`src/rtl/vc_iter_shifter_if.sv`:
```
// Purpose: groups the request (istream) and result (ostream) val/rdy streams of the iterative shifter.
// Latency: none, this is wiring only.
// Backpressure: the master drives ostream_rdy and the slave drives istream_rdy.
interface vc_iter_shifter_if #(
   parameter int p_nbits       = 32,
   parameter int p_shamt_nbits = $clog2(p_nbits)
);
   logic                     istream_val;
   logic                     istream_rdy;
   logic [p_nbits-1:0]       istream_data;
   logic [p_shamt_nbits-1:0] istream_shamt;
   logic [1:0]               istream_mode;
   logic                     ostream_val;
   logic                     ostream_rdy;
   logic [p_nbits-1:0]       ostream_data;

   // The requester, and the consumer of results.
   modport master (
      output istream_val,
      output istream_data,
      output istream_shamt,
      output istream_mode,
      input  istream_rdy,
      input  ostream_val,
      input  ostream_data,
      output ostream_rdy
   );

   // The shifter itself.
   modport slave (
      input  istream_val,
      input  istream_data,
      input  istream_shamt,
      input  istream_mode,
      output istream_rdy,
      output ostream_val,
      output ostream_data,
      input  ostream_rdy
   );
endinterface

```
`src/rtl/vc_iter_shifter.sv`:
```
// Purpose: iterative SLL/SRL/SRA/ROTR shifter that moves at most p_step bits per cycle.
// Latency: 1 + ceil(shamt/p_step) cycles from the accept edge to ostream_val.
// Backpressure: one op in flight; the result is held in DONE until ostream_rdy, and istream_rdy is low meanwhile.
module vc_iter_shifter #(
   parameter int p_nbits       = 32,
   parameter int p_shamt_nbits = $clog2(p_nbits),
   parameter int p_step        = 4
) (
   input  logic              clk,
   input  logic              reset,
   vc_iter_shifter_if.slave  io
);

   localparam logic [1:0] MODE_SLL  = 2'b00;
   localparam logic [1:0] MODE_SRL  = 2'b01;
   localparam logic [1:0] MODE_SRA  = 2'b10;

   // Per-cycle step clipped to the shift-amount width.  When p_step equals
   // p_nbits this truncates to zero, but then rem is always below p_step and
   // the clipped value is never selected.
   localparam logic [p_shamt_nbits-1:0] STEP_K  = p_shamt_nbits'(p_step);
   localparam logic [p_shamt_nbits:0]   STEP_W  = (p_shamt_nbits+1)'(p_step);

   typedef enum logic [1:0] {
      S_IDLE = 2'd0,
      S_CALC = 2'd1,
      S_DONE = 2'd2
   } state_t;

   state_t                   state;
   logic [p_shamt_nbits-1:0] rem;
   logic [p_nbits-1:0]       res;
   logic [1:0]               mode;
   logic                     val_q;

   logic [p_shamt_nbits-1:0] k;
   logic [p_shamt_nbits-1:0] k_neg;
   logic [p_nbits-1:0]       res_step;

   // Step size for this cycle: the whole remainder, or p_step if more is left.
   always_comb begin
      k = rem;
      if ({1'b0, rem} > STEP_W) begin
         k = STEP_K;
      end
   end

   // Left-shift amount that completes a right-rotate by k.  In CALC, k is
   // never zero, so this equals p_nbits - k.
   assign k_neg = ~k + p_shamt_nbits'(1);

   // One partial shift of the result register in the latched mode.  For SRA
   // the sign bit never changes, so replicating the current MSB is the same as
   // replicating the operand's original MSB.
   always_comb begin
      res_step = res;
      case (mode)
         MODE_SLL: res_step = res << k;
         MODE_SRL: res_step = res >> k;
         MODE_SRA: res_step = $signed(res) >>> k;
         default:  res_step = (res >> k) | (res << k_neg);
      endcase
   end

   // Control FSM and datapath registers.  ostream_val is registered alongside
   // the state so that it depends on state only.
   always_ff @(posedge clk) begin
      if (reset) begin
         state <= S_IDLE;
         rem   <= '0;
         res   <= '0;
         mode  <= 2'b00;
         val_q <= 1'b0;
      end else begin
         case (state)
            S_IDLE: begin
               if (io.istream_val) begin
                  res  <= io.istream_data;
                  mode <= io.istream_mode;
                  rem  <= io.istream_shamt;
                  if (io.istream_shamt == '0) begin
                     state <= S_DONE;
                     val_q <= 1'b1;
                  end else begin
                     state <= S_CALC;
                  end
               end
            end
            S_CALC: begin
               res <= res_step;
               rem <= rem - k;
               if (rem == k) begin
                  state <= S_DONE;
                  val_q <= 1'b1;
               end
            end
            S_DONE: begin
               if (io.ostream_rdy) begin
                  state <= S_IDLE;
                  val_q <= 1'b0;
               end
            end
            default: begin
               state <= S_IDLE;
               val_q <= 1'b0;
            end
         endcase
      end
   end

   // Ready is held low during reset so that nothing is accepted while the
   // block is being cleared.
   assign io.istream_rdy  = (state == S_IDLE) && !reset;
   assign io.ostream_val  = val_q;
   assign io.ostream_data = res;

endmodule

```
`src/flat_wrapper.sv`:
```
// flat-port wrapper written by rule: the top's interface ports become plain ports
module vc_iter_shifter_flat 
#(
   parameter int p_nbits       = 32,
   parameter int p_shamt_nbits = $clog2(p_nbits),
   parameter int p_step        = 4
)
  (clk, reset, io_istream_val, io_istream_data, io_istream_shamt, io_istream_mode, io_istream_rdy, io_ostream_val, io_ostream_data, io_ostream_rdy);
  vc_iter_shifter_if #(.p_nbits(p_nbits), .p_shamt_nbits(p_shamt_nbits)) io_i ();
  input  logic clk;
  input  logic reset;
  input wire logic [$bits(io_i.istream_val)-1:0] io_istream_val;
  input wire logic [$bits(io_i.istream_data)-1:0] io_istream_data;
  input wire logic [$bits(io_i.istream_shamt)-1:0] io_istream_shamt;
  input wire logic [$bits(io_i.istream_mode)-1:0] io_istream_mode;
  output wire logic [$bits(io_i.istream_rdy)-1:0] io_istream_rdy;
  output wire logic [$bits(io_i.ostream_val)-1:0] io_ostream_val;
  output wire logic [$bits(io_i.ostream_data)-1:0] io_ostream_data;
  input wire logic [$bits(io_i.ostream_rdy)-1:0] io_ostream_rdy;
  assign io_i.istream_val = io_istream_val;
  assign io_i.istream_data = io_istream_data;
  assign io_i.istream_shamt = io_istream_shamt;
  assign io_i.istream_mode = io_istream_mode;
  assign io_istream_rdy = io_i.istream_rdy;
  assign io_ostream_val = io_i.ostream_val;
  assign io_ostream_data = io_i.ostream_data;
  assign io_i.ostream_rdy = io_ostream_rdy;
  vc_iter_shifter #(.p_nbits(p_nbits), .p_shamt_nbits(p_shamt_nbits), .p_step(p_step)) u_core (.clk(clk), .reset(reset), .io(io_i));
endmodule
```
`config.mk`:
```
export PLATFORM = sky130hd
export DESIGN_NAME = vc_iter_shifter_flat
export DESIGN_NICKNAME = d
export VERILOG_FILES = /design/src/rtl/vc_iter_shifter_if.sv /design/src/rtl/vc_iter_shifter.sv /design/src/flat_wrapper.sv
export SDC_FILE = /design/constraint.sdc
export NUM_CORES = 1
export LEC_CHECK = 0
export ABC_AREA = 1
export CAP_MARGIN = 20
export CORE_MARGIN = 1
export CORE_UTILIZATION = 50
export CTS_CLUSTER_DIAMETER = 40
export CTS_CLUSTER_SIZE = 25
export DETAILED_ROUTE_END_ITERATION = 12
export GPL_ROUTABILITY_DRIVEN = 0
export PLACE_DENSITY = 0.74
export SYNTH_ARGS = -nofsm -noshare
export SYNTH_HDL_FRONTEND = slang
export SYNTH_SLANG_ARGS = --single-unit
```
`constraint.sdc`:
```
create_clock -name clk -period 3.75 [get_ports clk]
set_clock_uncertainty 0.1 [all_clocks]
set_input_delay 0.75 -clock clk [delete_from_list [all_inputs] [get_ports clk]]
set_output_delay 0.75 -clock clk [all_outputs]
set_load 0.02 [all_outputs]
```
==> flow_metrics.env <==
export IMPL_status="completed"
export IMPL_clock_path_buffers=2
export IMPL_synth_compound_area_share_pct=25.9
export IMPL_critical_path_top_delay_family="simple AND/OR/NAND/NOR gates"
export IMPL_syn_avg_cell_area_um2=5.36
export IMPL_ant_nets=0
export IMPL_grt_pass1_vias=6634
export IMPL_cp_slowest_cell="nor2_1"
export IMPL_tritoncts="built"
export IMPL_muxShareOfSynthArea_pct=0.257
export IMPL_synth_ff_type="dfxtp_1"
export IMPL_tns_ns=0
export IMPL_portBuffers=76
export IMPL_maxSlewHeadroom_pct=32.0
export IMPL_synth_simple_area_share_pct=46.0
export IMPL_cts_sinks=42
export IMPL_drive_above_1_share_pct=5.03
export IMPL_maxCapViolCount=0
export IMPL_hold_path_class="flop to flop"
export IMPL_hold_viol=0
export IMPL_cp_data_required_time_ns=3.90
export IMPL_cts_clk_slew_worst_paths_ns=0.12
export IMPL_track_usage_pct=41.3
export IMPL_synth_xor_area_share_pct=0
export IMPL_grt_antenna_before_repair=0
export IMPL_route_vias_total=7508
export IMPL_clock_latency_ns=0.33
export IMPL_post_cts_setup_buffer_count=0
export IMPL_dr_pass1_iters=9
export IMPL_cts_buffers=5
export IMPL_fmax_mhz=303
export IMPL_syn_num_nets=1043
export IMPL_die_x_um=105
export IMPL_synth_top_family_by_area="simple AND/OR/NAND/NOR gates"
export IMPL_drt_vias_per_instance=6.42
export IMPL_final_area_um2=6230
export IMPL_drc=0
export IMPL_worst_slew_pin_transition_ns=1.02
export IMPL_wl_per_cell_um=19.4
export IMPL_nNetsFinal=1078
export IMPL_setup_viol=0
export IMPL_die_h_um=105
export IMPL_synth_adder_area_share_pct=0.702
export IMPL_crit_buf_inv=3
export IMPL_worstSetupStartpointType="flop"
export IMPL_hpwl_um=16300
export IMPL_die_area_um2=11100
export IMPL_arrival_ns=3.45
export IMPL_async_flop_share_pct=0
export IMPL_critPathMaxFanout=17
export IMPL_drt_iter0_drc=1279
export IMPL_start_util_pct=51.8
export IMPL_slowest_delay_ns=0.75
export IMPL_post_route_period_util_pct=87.9
export IMPL_synth_edf_count=0
export IMPL_slew_viol_final=0
export IMPL_netlist_cell_type_count=45
export IMPL_fp_row_count=37
export IMPL_cts_resized=0
export IMPL_area_growth_pct=16.4
export IMPL_postCtsHoldBufs=0
export IMPL_grt_pass1_wl_um=36100
export IMPL_rsz0062_at_grt="false"
export IMPL_htreeDepth=2
export IMPL_io_pins=77
export IMPL_grt_overflow_total=0
export IMPL_num_antenna_cells=0
export IMPL_netlist_area_um2=5350
export IMPL_place_area_um2=6130
export IMPL_ys_seq_elements=42
export IMPL_wirelength_um=22700
export IMPL_cp_end_kind="flop"
export IMPL_core_area_um2=10300
export IMPL_crit_chain="inv_2 > nand2_8 > nor2_4 > inv_2 > ha_1 > nand2_4 > nor2_1 > inv_1 > nor2_1 > o211ai_1 > nand3_1 > nand2_1 > a21oi_1"
export IMPL_fin_crit_ns=3.30
export IMPL_syn_inst=997
export IMPL_yosysWarningCount=0
export IMPL_grt_start_max_net_pins=42
export IMPL_ys_seq_area_share_pct=15.7
export IMPL_cts_root_buf="clkbuf_8"
export IMPL_critical_path_class="flop to flop"
## registers in the layout, indices dropped and copies added (netlist names)
name                    count
u_core.mode                 2
u_core.io.ostream_val       1
u_core.state                2
u_core.io.ostream_data     32
u_core.rem                  5
## synthesized netlist by cell type (3+ instances only)
cell type | instances | share of area (%)
a211oi_1 | 3 | 0.42
a21oi_1 | 72 | 6.7
nand3_1 | 130 | 12
inv_1 | 69 | 4.8
o22ai_1 | 3 | 0.35
buf_2 | 20 | 1.9
o21ai_1 | 26 | 2.4
nor2_4 | 3 | 0.63
o21ai_0 | 80 | 7.5
a31oi_1 | 7 | 0.82
inv_2 | 6 | 0.42
nand4_1 | 30 | 3.5
dfxtp_1 | 42 | 16
nor2_1 | 61 | 4.3
nor3_1 | 4 | 0.37
o221ai_1 | 12 | 2.0
o21a_1 | 3 | 0.42
nand2_1 | 321 | 23
o211ai_1 | 20 | 2.8
ha_1 | 3 | 0.70
o2111ai_1 | 8 | 1.3
clkbuf_1 | 35 | 2.5
buf_4 | 3 | 0.42
buf_1 | 9 | 0.63
## cells in the final DEF (no fill, tap or decap), drive strengths merged, types with 3 or more instances in the layout
cell type      instances
o22ai                  3
o21a                   3
clkdlybuf4s50         76
nand2                326
buf                   21
o221ai                12
inv                   77
o211ai                20
a21oi                 72
nor3                   4
a31oi                  7
clkbuf                 6
ha                     3
o2111ai                8
a211oi                 3
dfxtp                 42
nand4                 30
nor2                  65
o21ai                108
nand3                131
## cell type report
class / count / area [um2]
clock buffer: 6 / 82.6
clock inverter: 2 / 16.3
tap: 136 / 170
inverter: 78 / 295
multi-input combinational: 808 / 3900
sequential: 42 / 841
fill: 1056 / 4100
timing repair buffer: 97 / 918
## through the flow
stage / setup slack [ns] / hold slack (ns) / std cells / utilization (%)
6_report: 0.453 / 0.421 / 1169 / 60.3
5_1_grt: 0.372 / 0.451 / 1169 / 60.3
3_5_place_dp: 0.663 / 0.388 / 1161 / 59.4
4_1_cts: 0.618 / 0.405 / 1169 / 60.3
2_1_floorplan: 0.961 / 0.391 / 997 / -
3_3_place_gp: 0.644 / 0.394 / 1161 / 59.4
## path summary, 6_finish.rpt
| kind | start | to | slack, ns | cells after the start |
|---|---|---|---|---|
| hold / removal | u_core.io.ostream_data[15] | u_core.io.ostream_data[15] | 0.42 | 2 |
| hold reg to reg | u_core.io.ostream_data[15] | u_core.io.ostream_data[15] | 0.42 | 2 |
| setup / recovery | u_core.rem[2] | u_core.io.ostream_data[17] | 0.45 | 13 |
| setup reg to reg | u_core.rem[2] | u_core.io.ostream_data[17] | 0.45 | 13 |
## per-layer routing
metal / vias up / part of all wire [%] / track usage [%]
met5: - / 0 / 0
met2: 678 / 39 / 55.4
met4: 0 / 3.8 / 15.6
met3: 92 / 16 / 11.4
met1: 3273 / 41 / 61.0
li1: 3465 / - / -
## logic make-up after synthesis
| logic type | count (synthesis) |
|---|---|
| mux | 1 |
| other cells | 2 |
| flops | 42 |
| fa+ha+maj | 3 |
| compound gates | 240 |
| buf+inv | 147 |
| simple gates | 562 |
## worst reg2reg max path, delay by kind of cell (launching register included)
kind            cells  cell delay, ns
fa+ha+maj           1            0.29
compound gates      2            0.29
simple gates        7            1.61
buf+inv             3            0.48
flops               1            0.44
Power is not shown: default switching activity piles up to over one toggle a cycle in this logic, so the estimate is an artifact.
